==> src/rtl/cpu_pkg.sv <==
// Shared CPU datapath types: opcodes, arithmetic-unit FSM states and status flags.
package cpu_pkg;

  localparam int WORD_SIZE_DEF = 19;

  typedef enum logic [4:0] {
    OP_ADD = 5'h00,
    OP_SUB = 5'h01,
    OP_MUL = 5'h02,
    OP_DIV = 5'h03,
    OP_INC = 5'h04,
    OP_DEC = 5'h05
  } arith_op_e;

  typedef enum logic [1:0] {
    ST_IDLE,
    ST_CALC,
    ST_DONE
  } arith_state_e;

  typedef struct packed {
    logic carry;
    logic zero;
    logic ovf;
    logic dbz;
    logic illegal;
  } arith_flags_t;

  // MUL always iterates; DIV iterates only when the divisor is nonzero.
  function automatic logic is_iterative(logic [4:0] op, logic div_nz);
    return (op == OP_MUL) || ((op == OP_DIV) && div_nz);
  endfunction

endpackage

==> src/rtl/seq_arith_unit_if.sv <==
// Request/response handshake bundle between issue, the arithmetic unit and writeback.
interface seq_arith_unit_if #(
  parameter int WORD_SIZE = cpu_pkg::WORD_SIZE_DEF
);
  logic                 in_valid;
  logic                 in_ready;
  logic [4:0]           opcode;
  logic [WORD_SIZE-1:0] operand_1;
  logic [WORD_SIZE-1:0] operand_2;
  logic                 out_valid;
  logic                 out_ready;
  logic [WORD_SIZE-1:0] result;
  logic [WORD_SIZE-1:0] result_hi;
  logic                 flag_carry;
  logic                 flag_zero;
  logic                 flag_ovf;
  logic                 flag_dbz;
  logic                 flag_illegal;

  modport master (
    output in_valid, opcode, operand_1, operand_2, out_ready,
    input  in_ready, out_valid, result, result_hi,
           flag_carry, flag_zero, flag_ovf, flag_dbz, flag_illegal
  );

  modport slave (
    input  in_valid, opcode, operand_1, operand_2, out_ready,
    output in_ready, out_valid, result, result_hi,
           flag_carry, flag_zero, flag_ovf, flag_dbz, flag_illegal
  );
endinterface

==> src/rtl/seq_muldiv_core.sv <==
// Iterative datapath: shift-add multiply and restoring divide, one bit per cycle.
// hi_q is the accumulator (MUL) or remainder (DIV); lo_q is multiplier or quotient.
module seq_muldiv_core import cpu_pkg::*; #(
  parameter int WORD_SIZE = WORD_SIZE_DEF
) (
  input  logic                 clk,
  input  logic                 rst_n,
  input  logic                 start_i,
  input  logic                 is_mul_i,
  input  logic [WORD_SIZE-1:0] opa_i,
  input  logic [WORD_SIZE-1:0] opb_i,
  output logic                 done_o,
  output logic [WORD_SIZE-1:0] hi_o,
  output logic [WORD_SIZE-1:0] lo_o
);
  localparam int W  = WORD_SIZE;
  localparam int CW = $clog2(W + 1);

  logic          busy_q, mul_q;
  logic [CW-1:0] cnt_q;
  logic [W-1:0]  hi_q, lo_q, opd_q;
  logic [W-1:0]  hi_d, lo_d;
  logic [W:0]    madd, shifted;
  logic [W-1:0]  diff;
  logic          fits;

  // One iteration step for whichever operation is running.
  always_comb begin
    madd    = {1'b0, hi_q} + {1'b0, (lo_q[0] ? opd_q : '0)};
    shifted = {hi_q, lo_q[W-1]};
    fits    = (shifted >= {1'b0, opd_q});
    // When the trial subtract fits, the true difference is below the divisor,
    // so the truncated W-bit difference is exact.
    diff    = shifted[W-1:0] - opd_q;
    hi_d    = hi_q;
    lo_d    = lo_q;
    if (mul_q) begin
      hi_d = madd[W:1];
      lo_d = {madd[0], lo_q[W-1:1]};
    end else if (fits) begin
      hi_d = diff;
      lo_d = {lo_q[W-2:0], 1'b1};
    end else begin
      hi_d = shifted[W-1:0];
      lo_d = {lo_q[W-2:0], 1'b0};
    end
  end

  // Load on start, then run exactly W iterations; busy drops the cycle after done.
  always_ff @(posedge clk or negedge rst_n) begin
    if (!rst_n) begin
      busy_q <= 1'b0;
      mul_q  <= 1'b0;
      cnt_q  <= '0;
      hi_q   <= '0;
      lo_q   <= '0;
      opd_q  <= '0;
    end else if (start_i) begin
      busy_q <= 1'b1;
      mul_q  <= is_mul_i;
      cnt_q  <= CW'(W);
      hi_q   <= '0;
      lo_q   <= opa_i;
      opd_q  <= opb_i;
    end else if (busy_q) begin
      if (cnt_q == '0) begin
        busy_q <= 1'b0;
      end else begin
        cnt_q <= cnt_q - CW'(1);
        hi_q  <= hi_d;
        lo_q  <= lo_d;
      end
    end
  end

  assign done_o = busy_q && (cnt_q == '0);
  assign hi_o   = hi_q;
  assign lo_o   = lo_q;

endmodule

==> src/rtl/seq_arith_unit.sv <==
// Handshaked arithmetic unit: single-cycle add/sub/inc/dec plus iterative mul/div.
// One operation in flight; results are registered and frozen until consumed.
module seq_arith_unit import cpu_pkg::*; #(
  parameter int WORD_SIZE = WORD_SIZE_DEF
) (
  input  logic           clk,
  input  logic           rst_n,
  seq_arith_unit_if.slave bus
);
  localparam int W = WORD_SIZE;

  arith_state_e state_q, state_d;
  logic [4:0]   op_q;
  logic [W-1:0] a_q, b_q, res_q, hi_q;
  arith_flags_t flags_q;
  logic         ovld_q;

  logic         accept, core_start, ld_simple, ld_core, retire;
  logic         core_done;
  logic [W-1:0] core_hi, core_lo;

  logic [W-1:0] b_eff, s_res, s_hi;
  logic [W:0]   add_w, sub_w;
  arith_flags_t s_flags, c_flags;

  seq_muldiv_core #(.WORD_SIZE(W)) u_core (
    .clk     (clk),
    .rst_n   (rst_n),
    .start_i (core_start),
    .is_mul_i(bus.opcode == OP_MUL),
    .opa_i   (bus.operand_1),
    .opb_i   (bus.operand_2),
    .done_o  (core_done),
    .hi_o    (core_hi),
    .lo_o    (core_lo)
  );

  // FSM state register.
  always_ff @(posedge clk or negedge rst_n) begin
    if (!rst_n) state_q <= ST_IDLE;
    else        state_q <= state_d;
  end

  // Next state and datapath strobes. Single-cycle ops compute in their first
  // DONE cycle from the latched operands, so the result lands one edge after accept.
  always_comb begin
    state_d    = state_q;
    accept     = 1'b0;
    core_start = 1'b0;
    ld_simple  = 1'b0;
    ld_core    = 1'b0;
    retire     = 1'b0;
    case (state_q)
      ST_IDLE: if (bus.in_valid) begin
        accept = 1'b1;
        if (is_iterative(bus.opcode, bus.operand_2 != '0)) begin
          core_start = 1'b1;
          state_d    = ST_CALC;
        end else begin
          state_d = ST_DONE;
        end
      end
      ST_CALC: if (core_done) begin
        ld_core = 1'b1;
        state_d = ST_DONE;
      end
      ST_DONE: begin
        if (!ovld_q) begin
          ld_simple = 1'b1;
        end else if (bus.out_ready) begin
          retire  = 1'b1;
          state_d = ST_IDLE;
        end
      end
      default: state_d = ST_IDLE;
    endcase
  end

  // Single-cycle results; only non-iterative ops (incl. divide-by-zero) reach this path.
  always_comb begin
    b_eff   = (op_q == OP_INC || op_q == OP_DEC) ? W'(1) : b_q;
    add_w   = {1'b0, a_q} + {1'b0, b_eff};
    sub_w   = {1'b0, a_q} - {1'b0, b_eff};
    s_res   = '0;
    s_hi    = '0;
    s_flags = '0;
    case (op_q)
      OP_ADD, OP_INC: begin
        s_res         = add_w[W-1:0];
        s_flags.carry = add_w[W];
        s_flags.ovf   = (a_q[W-1] == b_eff[W-1]) && (add_w[W-1] != a_q[W-1]);
      end
      OP_SUB, OP_DEC: begin
        s_res         = sub_w[W-1:0];
        s_flags.carry = sub_w[W];
        s_flags.ovf   = (a_q[W-1] != b_eff[W-1]) && (sub_w[W-1] != a_q[W-1]);
      end
      OP_DIV: begin
        s_res       = '1;
        s_hi        = a_q;
        s_flags.dbz = 1'b1;
      end
      default: s_flags.illegal = 1'b1;
    endcase
    s_flags.zero = (s_res == '0);
  end

  // Flags for a finished MUL/DIV.
  always_comb begin
    c_flags      = '0;
    c_flags.zero = (core_lo == '0);
    c_flags.ovf  = (op_q == OP_MUL) && (core_hi != '0);
  end

  // Operand latch and output registers.
  always_ff @(posedge clk or negedge rst_n) begin
    if (!rst_n) begin
      op_q    <= '0;
      a_q     <= '0;
      b_q     <= '0;
      res_q   <= '0;
      hi_q    <= '0;
      flags_q <= '0;
      ovld_q  <= 1'b0;
    end else begin
      if (accept) begin
        op_q <= bus.opcode;
        a_q  <= bus.operand_1;
        b_q  <= bus.operand_2;
      end
      if (ld_simple) begin
        res_q   <= s_res;
        hi_q    <= s_hi;
        flags_q <= s_flags;
        ovld_q  <= 1'b1;
      end else if (ld_core) begin
        res_q   <= core_lo;
        hi_q    <= core_hi;
        flags_q <= c_flags;
        ovld_q  <= 1'b1;
      end else if (retire) begin
        ovld_q  <= 1'b0;
      end
    end
  end

  assign bus.in_ready     = (state_q == ST_IDLE);
  assign bus.out_valid    = ovld_q;
  assign bus.result       = res_q;
  assign bus.result_hi    = hi_q;
  assign bus.flag_carry   = flags_q.carry;
  assign bus.flag_zero    = flags_q.zero;
  assign bus.flag_ovf     = flags_q.ovf;
  assign bus.flag_dbz     = flags_q.dbz;
  assign bus.flag_illegal = flags_q.illegal;

endmodule

==> src/flat_wrapper.sv <==
// flat-port wrapper written by rule: the top's interface ports become plain ports
module seq_arith_unit_flat import cpu_pkg::*;
#(
  parameter int WORD_SIZE = WORD_SIZE_DEF
)
  (clk, rst_n, bus_in_valid, bus_opcode, bus_operand_1, bus_operand_2, bus_out_ready, bus_in_ready, bus_out_valid, bus_result, bus_result_hi, bus_flag_carry, bus_flag_zero, bus_flag_ovf, bus_flag_dbz, bus_flag_illegal);
  seq_arith_unit_if #(.WORD_SIZE(WORD_SIZE)) bus_i ();
  input  logic clk;
  input  logic rst_n;
  input wire logic [$bits(bus_i.in_valid)-1:0] bus_in_valid;
  input wire logic [$bits(bus_i.opcode)-1:0] bus_opcode;
  input wire logic [$bits(bus_i.operand_1)-1:0] bus_operand_1;
  input wire logic [$bits(bus_i.operand_2)-1:0] bus_operand_2;
  input wire logic [$bits(bus_i.out_ready)-1:0] bus_out_ready;
  output wire logic [$bits(bus_i.in_ready)-1:0] bus_in_ready;
  output wire logic [$bits(bus_i.out_valid)-1:0] bus_out_valid;
  output wire logic [$bits(bus_i.result)-1:0] bus_result;
  output wire logic [$bits(bus_i.result_hi)-1:0] bus_result_hi;
  output wire logic [$bits(bus_i.flag_carry)-1:0] bus_flag_carry;
  output wire logic [$bits(bus_i.flag_zero)-1:0] bus_flag_zero;
  output wire logic [$bits(bus_i.flag_ovf)-1:0] bus_flag_ovf;
  output wire logic [$bits(bus_i.flag_dbz)-1:0] bus_flag_dbz;
  output wire logic [$bits(bus_i.flag_illegal)-1:0] bus_flag_illegal;
  assign bus_i.in_valid = bus_in_valid;
  assign bus_i.opcode = bus_opcode;
  assign bus_i.operand_1 = bus_operand_1;
  assign bus_i.operand_2 = bus_operand_2;
  assign bus_i.out_ready = bus_out_ready;
  assign bus_in_ready = bus_i.in_ready;
  assign bus_out_valid = bus_i.out_valid;
  assign bus_result = bus_i.result;
  assign bus_result_hi = bus_i.result_hi;
  assign bus_flag_carry = bus_i.flag_carry;
  assign bus_flag_zero = bus_i.flag_zero;
  assign bus_flag_ovf = bus_i.flag_ovf;
  assign bus_flag_dbz = bus_i.flag_dbz;
  assign bus_flag_illegal = bus_i.flag_illegal;
  seq_arith_unit #(.WORD_SIZE(WORD_SIZE)) u_core (.clk(clk), .rst_n(rst_n), .bus(bus_i));
endmodule
==> config.mk <==
export PLATFORM = sky130hd
export DESIGN_NAME = seq_arith_unit_flat
export DESIGN_NICKNAME = d
export VERILOG_FILES = /design/src/rtl/cpu_pkg.sv /design/src/rtl/seq_arith_unit_if.sv /design/src/rtl/seq_muldiv_core.sv /design/src/rtl/seq_arith_unit.sv /design/src/flat_wrapper.sv
export SDC_FILE = /design/constraint.sdc
export NUM_CORES = 1
export LEC_CHECK = 0
export CORE_MARGIN = 1
export CORE_UTILIZATION = 55
export CTS_CLUSTER_DIAMETER = 30
export DETAILED_ROUTE_END_ITERATION = 10
export PLACE_DENSITY_LB_ADDON = 0.12
export SLEW_MARGIN = 20
export SYNTH_ARGS = -nofsm -noshare
export SYNTH_HDL_FRONTEND = slang
export SYNTH_SLANG_ARGS = --single-unit
==> constraint.sdc <==
create_clock -name clk -period 6.2 [get_ports clk]
set_input_delay 1.24 -clock clk [delete_from_list [all_inputs] [get_ports clk]]
set_output_delay 1.24 -clock clk [all_outputs]
set_load 0.01 [all_outputs]
Word-level counts from Yosys, hierarchy flattened
Index checks and enable logic that the tools add are counted.
{ "op_classes": {"order_cmp": 1, "reduce_logical": 22, "add_sub_neg": 5, "eq_ne": 18, "n_mux": 51} }
{ "ops": {"columns": ["cell", "n"], "rows": [
  ["$mux 19", 16],
  ["$pmux 19 s3", 1],
  ["$add 19x19->20", 2],
  ["$logic_not 19->1", 2],
  ["$reduce_bool 19->1", 2],
  ["$mux 5", 5],
  ["$mux 1", 21],
  ["$eq 5x2->1 const B", 4],
  ["$ge 20x19->1", 1],
  ["$sub 19x19->20", 1],
  ["$sub 19x19->19", 1],
  ["$eq 5x3->1 const B", 2],
  ["$logic_not 5->1", 2],
  ["$mux 2", 5],
  ["$ne 2x1->1 const B", 3],
  ["$pmux 2 s3", 1],
  ["$eq 5x1->1 const B", 1],
  ["$logic_and 1x1->1", 5],
  ["$reduce_or 5->1", 1],
  ["$sub 5x1->5 const B", 1],
  ["$ne 2x2->1 const B", 2],
  ["$pmux 1 s2", 2],
  ["$reduce_and 4->1", 1],
  ["$reduce_bool 2->1", 2],
  ["9 further kinds", 13]
]} }
{ "totals": {"elab_cells": 115, "register_bits": 153, "input_bits": 47, "output_inout_bits": 45} }

Depth between registers and ports, before layout
Gate-level depths: netlist of run 1.
{ "depth": {"ltp_word": 8, "mapped_depth": 15, "mapped_depth_nobuf": 14} }

Modules after synthesis
Synthesis of run 1 repeated with hierarchy kept, for this count alone.
{ "unflattened": {"hier_cells": 1405, "hier_area_um2": 11456.0} }
{ "by_module_without_submodules": {"columns": ["mod", "seq_area_each_um2", "cells_per_inst", "area_each_um2", "n_inst"], "rows": [
  ["seq_arith_unit", 2227.1, 778, 6267.3, 1],
  ["seq_muldiv_core", 1601.5, 627, 5188.7, 1]
]} }

Least setup slack after synthesis of run 1
OpenSTA, ideal clock, no wires.
{ "synth_timing": {"kind": "reg-to-reg", "startpoint": "register u_core.op_q[1]", "endpoint": "register u_core.flags_q, in the netlist u_core.bus.flag_zero", "setup_time_ps": 101, "slack_ps": 2383, "synth_period_minus_slack_ps": 3817, "path_buffers": 0, "arrival_time_ps": 3717, "stages_incl_launch_ff": 15, "t_required_ps": 6099, "cell_sequence": "dfrtp_1 nor3_1 nand2_1 nand2b_1 ha_1 fa_1 nand2b_4 a2111o_1 a31oi_2 o211ai_1 a211o_1 a21o_1 a31oi_1 o2111ai_1 o32ai_1"} }
{ "synth_via": {"elab_chain_len": 7, "word_cells_on_any_way": 14, "cone_classes": "2 x add/sub; 4 x eq/ne; 3 x mux; 5 x reduce/logical"} }
{ "synth_rtl": {"columns": ["item", "line", "source"], "rows": [
  ["start, declared", "seq_arith_unit.sv:13", "logic [4:0] op_q;"],
  ["start signal, assigned", "seq_arith_unit.sv:127", "op_q <= bus.opcode;"],
  ["$eq 5x3->1", "seq_arith_unit.sv:81, seq_arith_unit.sv:87", null],
  ["$logic_or 1x1->1", "seq_arith_unit.sv:81", "b_eff = (op_q == OP_INC || op_q == OP_DEC) ? W'(1) : b_q;"],
  ["$mux 19", "seq_arith_unit.sv:81", null],
  ["$sub 19x19->20 or $add 19x19->20 (tied branches)", "seq_arith_unit.sv:83, seq_arith_unit.sv:82", null],
  ["$pmux 19 s3 *", "seq_arith_unit.sv:87", "case (op_q)"],
  ["$logic_not 19->1 *", "seq_arith_unit.sv:105", "s_flags.zero = (s_res == '0);"],
  ["$mux 5 *", "seq_arith_unit.sv:131", "if (ld_simple) begin"],
  ["end signal, assigned", "seq_arith_unit.sv:134", "flags_q <= s_flags;"],
  ["end signal, assigned", "seq_arith_unit.sv:139", "flags_q <= c_flags;"],
  ["end, declared", "seq_arith_unit.sv:15", "arith_flags_t flags_q;"]
]} }
Mark *: on every way between the ends. The rest lies on a longest branch, timed or not.
A chain may end at the register's enable or synchronous reset.

Worst setup path after layout of run 1
{ "layout_timing": {"startpoint": "input port bus_opcode[4]", "endpoint": "register u_core.u_core.hi_q[13], in the netlist u_core.u_core.hi_o[13]"} }
{ "layout_via": {"elab_chain_len": 8, "word_cells_on_any_way": 11, "cone_classes": "3 x eq/ne; 4 x mux; 4 x reduce/logical"} }
{ "layout_rtl": {"columns": ["item", "line", "source"], "rows": [
  ["start, declared", "flat_wrapper.sv:11", "input wire logic [$bits(bus_i.opcode)-1:0] bus_opcode;"],
  ["$eq 5x2->1", "cpu_pkg.sv:31", "return (op == OP_MUL) || ((op == OP_DIV) && div_nz);"],
  ["$logic_and 1x1->1", "cpu_pkg.sv:31", null],
  ["$logic_or 1x1->1 *", "cpu_pkg.sv:31", null],
  ["$mux 1 *", "seq_arith_unit.sv:56", "if (is_iterative(bus.opcode, bus.operand_2 != '0)) begin"],
  ["$mux 1 *", "seq_arith_unit.sv:54", "ST_IDLE: if (bus.in_valid) begin"],
  ["$mux 1 *", "seq_arith_unit.sv:53", "case (state_q)"],
  ["$ne 2x1->1 (no source line) or $reduce_bool 2->1 (tied branches)", null, null],
  ["$reduce_and 2->1 (no source line)", null, null],
  ["end signal, assigned", "seq_muldiv_core.sv:70", "hi_q <= hi_d;"],
  ["end, declared", "seq_muldiv_core.sv:21", "logic [W-1:0] hi_q, lo_q, opd_q;"]
]} }
Marked as above.

==> flow_summary.ini, run 1 <==
[timing]
period_share_pct = 67.4
timing.final.crit_period_ns = 4.18
worst_pin_slew_ns = 1.14
slew_violations = 0
rsz0062_at_grt = no
skew_ns = 0.00726
finalSetupViolCount = 0
max_freq_mhz = 239
setup_tns_ns = 0
layout_setup_ws_ns = 2.02
relSlewSlack_pct = 22.9
finalHoldViolCount = 0

[cells_and_area]
nets = 1491
layout-drive-gt1-share_pct = 9.20
n_fill_cell = 1721
fin_area_mm2 = 0.0130
final_common_cell = nand2_1
area_growth_pct = 15.6
insertedDiodeCount = 0
fin_cells = 1640
final_cell_mix = nand2_1, dfrtp_1, o21ai_0
final_core_util_pct = 64.6

[synthesis]
synthFlopType = dfrtp_1
ys_warn_count = 0
post-synth-top-area-cell = dfrtp_1
synthTopCellsByArea = dfrtp_1, ha_1, nand2_1
synthCells = 1298
synthArstFlopShare_pct = 100
synth-seq-cells = 153
syn-num-nets = 1431
synth_top_cell_area_share_pct = 34.0
syn_area_mm2 = 0.0113
ys_seq_area_share_pct = 34.0
synth_edf_count = 0
synth_area_per_cell_um2 = 8.69
ys_types = 80

[clock_tree]
hold_buffers = 0
post-cts-setup-buffers = 0
clock_path_buffers = 2
clk_latency_ns = 0.43
cts_tree = done
clkSlewWorstSetupHoldPaths_ns = 0.07
cts_buffers = 17
cts_sinks = 153
cts.repair.resized = 0
h-tree-depth = 4
cts_root_buf = clkbuf_16

[grt]
antenna_found_initial = 0
grt_max_degree = 104
gr-total-overflow = 0
grtUsageMet2_pct = 50.4
met3_usage_pct = 6.92
met1_usage_pct = 49.6
grt-busiest-layer = met2
grt_usage_pct = 34.1
grt_pass1_vias = 9700
grt_pass1_wl_um = 55300

[pwr]
ir_worst_vdd_mv = 0.381
swShare_pct = 48.5
seq_power_share_pct = 22.2
comb_power_share_pct = 65.4
p_clk_share_pct = 12.4
intPower_uw = 4580
power.leakage_uw = 0.00579
p_sw_uw = 4300
power_density_mw_per_mm2 = 681

[routing]
avgViaCountPerCell = 6.27
route.detailed.drc = 0
drtIter0Drc = 938
vias = 10300
first_pass_iters = 7
drt-wirelength-per-cell_um = 21.4
routed_wl_um = 35100
antenna_left = 0

[floorplan]
top_level_ports = 92
die_w_um = 145
initial_core_util_pct = 55.9
die_area_mm2 = 0.0211
core-area_mm2 = 0.0202
dieHeight_um = 145
rows = 52

[worst_setup_path]
required_ns = 6.48
timing.rr.end = u_core.bus.flag_zero
r2r_start = u_core.op_q[3]
ff2ff_setup_slack_ns = 2.08
crit_path_start_kind = primary input
cp_max_fo = 56
worstRegToRegCells = 14
worstSetupEndpointType = register
path_class = primary input to register
worst_ep_arrival_time_ns = 4.46

[place]
place_inst = 1609
io_buffers = 91
hpwl_um = 26200
post-place-ws_ns = 1.67
place_area_mm2 = 0.0124
place_congestion = 0.930

[worst_hold_path]
min_from = u_core.bus.flag_carry
holdPathEnd = u_core.bus.flag_carry
hold_path_class = register to register
min_path_cells = 2

[job]
maxCapViolations = 0

[run_status]
status = finished, final reports clean
through the flow:
stage / total power (uW) / hold slack (ns)
floorplan: 6050 / 0.467
global placement: 7600 / 0.489
detailed placement: 7660 / 0.496
CTS: 8790 / 0.510
global route: 9550 / 0.527
finish: 8880 / 0.508
metal layers:
layer | wire [um] | up-vias | share of wire (%)
li1 | - | 4786 | -
met3 | 2980 | 56 | 8.5
met4 | 860 | 0 | 2.4
met1 | 16100 | 4997 | 46
met5 | 0 | - | 0
met2 | 15200 | 449 | 43
flip-flops by register name, summed over array words and instances, names as in the netlist:
register / count
u_core.bus.flag_dbz: 1
u_core.a_q: 19
u_core.state_q: 2
u_core.bus.flag_carry: 1
u_core.bus.flag_zero: 1
u_core.bus.flag_illegal: 1
u_core.u_core.lo_o: 19
u_core.u_core.mul_q: 1
u_core.b_q: 19
u_core.bus.result_hi: 19
u_core.bus.flag_ovf: 1
u_core.u_core.cnt_q: 5
u_core.u_core.hi_o: 19
u_core.op_q: 5
u_core.bus.out_valid: 1
u_core.u_core.opd_q: 19
u_core.u_core.busy_q: 1
u_core.bus.result: 19
synth_stat cells (all sizes together) (25+ instances only):
cell type  instances
xnor2             31
inv               76
mux2              52
clkbuf            52
mux2i             50
and2              28
nor3              25
dfrtp            153
nor2              82
ha                82
a21oi             79
o21ai            107
nand2            167
area by class of cell:
cell class / instances / area, um2 / area share (%)
Clock buffer: 22 / 474 / 3.64
Timing Repair Buffer: 107 / 1040 / 8.02
Multi-Input combinational cell: 1001 / 6920 / 53.1
Tap cell: 270 / 338 / 2.59
Sequential cell: 153 / 3830 / 29.4
Inverter: 78 / 293 / 2.25
Clock inverter: 9 / 139 / 1.07
worst max path at each step:
stage                        start                      to  depth (start not counted)
floorplan           u_core.op_q[1]    u_core.bus.flag_zero                         14
global placement     bus_opcode[4]  u_core.u_core.hi_o[13]                          9
detailed placement   bus_opcode[4]  u_core.u_core.hi_o[13]                          9
CTS                  bus_opcode[4]  u_core.u_core.hi_o[13]                          9
global route        u_core.op_q[1]    u_core.bus.flag_zero                         14
finish               bus_opcode[4]  u_core.u_core.hi_o[13]                          9
worst max-delay path, cell delays in order:
cell	delay, ns
clkdlybuf4s50_1	0.42
nor4b_1	0.98
nand2_1	0.11
a31oi_1	0.46
and2_2	0.69
buf_12	0.32
a21oi_1	0.07
o211ai_1	0.10
a31oi_1	0.06
kinds of logic after synthesis:
logic type	after synthesis	synth area share, %
flops	153	34.0
simple gates	412	17.1
compound gates	357	20.9
xor+xnor	44	3.42
mux	102	9.83
fa+ha+maj	86	9.81
buf+inv	144	4.93
power groups by stage:
stage	clock network (uW)	logic (uW)	registers, uW
4_1_cts	1110	5730	1960
5_1_grt	1140	6390	2020
6_report	1100	5810	1970
2_1_floorplan	0	4260	1790
3_5_place_dp	0	5690	1970
3_3_place_gp	0	5640	1960
Note: power is estimated with default switching activity, not from simulation.
==> run 2: changes to the inputs <==
==> constraint.sdc (replaced) <==
create_clock -name clk -period 4.1 [get_ports clk]
set_input_delay 0.82 -clock clk [delete_from_list [all_inputs] [get_ports clk]]
set_output_delay 0.82 -clock clk [all_outputs]
set_load 0.01 [all_outputs]
==> run 2 against run 1 <==
Effect of this change: routed wire length is 0.54% lower; highest routed layer unchanged; clock skew is 0.0017 ns higher; final cell count is 0.85% higher; count of clock-buffer cells in the layout is 4 lower; critical endpoint is now u_core.bus.flag_zero; die area stayed put.
==> flow_summary.ini, run 2 (synthesis results as in run 1) <==
[cells_and_area]
insertedDiodeCount = 0
area_growth_pct = 16.2
n_fill_cell = 1715
regArea_mm2 = 0.00383
final_common_cell = nand2_1
layout-drive-gt1-share_pct = 10.3
fin_area_mm2 = 0.0131
nets = 1506
multi_input_area_mm2 = 0.00693
final_cell_mix = nand2_1, dfrtp_1, o21ai_0

[routing]
avgViaCountPerCell = 6.28
first_pass_iters = 5
routed_wl_um = 34900
vias = 10400
route.detailed.drc = 0
antenna_left = 0
drtIter0Drc = 870
drt-wirelength-per-cell_um = 21.1

[clock_tree]
cts_buffers = 17
clock_path_buffers = 2
clk_latency_ns = 0.43
cts_sinks = 153
cts_tree = done
cts.repair.resized = 0
cts_root_buf = clkbuf_16
hold_buffers = 0
h-tree-depth = 4
clkSlewWorstSetupHoldPaths_ns = 0.06
post-cts-setup-buffers = 0

[grt]
grt_max_degree = 76
grt_pass1_wl_um = 55200
gr-total-overflow = 0
antenna_found_initial = 0
grt_pass1_vias = 9764
grt_usage_pct = 33.8

[pwr]
p_sw_uw = 6470
comb_power_share_pct = 66.2
finalPower_uw = 13400
power.leakage_uw = 0.00584
swShare_pct = 48.4
power_density_mw_per_mm2 = 1020
seq_power_share_pct = 22.4
p_clk_share_pct = 11.4
intPower_uw = 6900
ir_worst_vdd_mv = 0.534

[floorplan]
core-area_mm2 = 0.0202
die_area_mm2 = 0.0211
rows = 52
die_w_um = 145
initial_core_util_pct = 55.9
dieHeight_um = 145
top_level_ports = 92

[timing]
relSlewSlack_pct = 34.8
period_share_pct = 92.5
slew_violations = 0
layout_setup_ws_ns = 0.307
worst_pin_slew_ns = 0.975
finalHoldViolCount = 0
finalSetupViolCount = 0
timing.final.crit_period_ns = 3.79
skew_ns = 0.00897
rsz0062_at_grt = no
setup_tns_ns = 0
holdWs_ns = 0.405
max_freq_mhz = 264

[worst_setup_path]
required_ns = 4.43
path_delay_family = compound AO/OA/AOI/OAI gates
worst_ep_arrival_time_ns = 4.13
worstRegToRegCells = 15
worstSetupEndpointType = register
cp_max_fo = 11
startpoint = u_core.op_q[1]
crit_path_start_kind = register
cp_slowest_cell = mux2i_1
path_class = register to register
crit_path_cell_trace = nor3_2 -> nand2_1 -> buf_4 -> nand2_1 -> ha_1 -> nor2_1 -> a211o_1 -> a2111oi_1 -> buf_4 -> nand2b_1 -> a31oi_1 -> o21ai_0 -> mux2i_1 -> o2111ai_1 -> o32ai_1
ff2ff_setup_slack_ns = 0.31
crit_buf_inv = 2
r2r_start = u_core.op_q[1]
timing.rr.end = u_core.bus.flag_zero
critical-path-max-stage-delay_ns = 0.42

[job]
maxCapViolations = 0

[worst_hold_path]
hold_path_class = primary input to asynchronous set/reset pin

[place]
post-place-ws_ns = 0.356
place_area_mm2 = 0.0125
place_congestion = 0.994
hpwl_um = 26200
io_buffers = 91

[run_status]
status = finished, final reports clean
[run 2: stage by stage]
| stage | utilization, % | std cells |
|---|---|---|
| 2_1_floorplan | - | 1298 |
| 3_5_place_dp | 62.1 | 1624 |
| 4_1_cts | 64.9 | 1654 |
| 3_3_place_gp | 62.1 | 1624 |
| 5_1_grt | 65.0 | 1654 |
| 6_report | 65.0 | 1654 |
[run 2: worst max path at each step]
stage                                 to  cells after the start  slack, ns
floorplan           u_core.bus.flag_zero                     14       0.28
global placement    u_core.bus.flag_zero                     15       0.43
detailed placement  u_core.bus.flag_zero                     15       0.36
CTS                 u_core.bus.flag_zero                     15       0.31
global route        u_core.bus.flag_zero                     15       0.04
finish              u_core.bus.flag_zero                     15       0.31
[run 2: layer usage]
| metal | track usage, % | vias to the layer above | share of wire (%) |
|---|---|---|---|
| met3 | 5.75 | 68 | 7.6 |
| li1 | - | 4823 | - |
| met4 | 10.7 | 0 | 2.5 |
| met5 | 0 | - | 0 |
| met1 | 49.1 | 5048 | 46 |
| met2 | 51.2 | 440 | 44 |
[run 2: power groups by stage]
stage	clock network (uW)	registers [uW]	logic [uW]
6_report	1530	2990	8850
5_1_grt	1600	3060	9720
4_1_cts	1540	2960	8690
3_5_place_dp	0	2980	8610
3_3_place_gp	0	2970	8510
2_1_floorplan	0	2700	6450
[run 2: final cells by class]
type	instances	area share (%)
clock buffer	18	3.28
clock inverter	12	0.974
inverter	78	2.23
multi-input combinational	1001	52.9
sequential	153	29.2
tap	270	2.58
timing repair buffer	122	8.83
[run 2: worst reg2reg max path, stage by stage (launching register included)]
cell       delay, ns
dfrtp_1         0.41
nor3_2          0.20
nand2_1         0.22
buf_4           0.25
nand2_1         0.09
ha_1            0.16
nor2_1          0.05
a211o_1         0.33
a2111oi_1       0.40
buf_4           0.20
nand2b_1        0.17
a31oi_1         0.12
o21ai_0         0.22
mux2i_1         0.42
o2111ai_1       0.19
o32ai_1         0.29
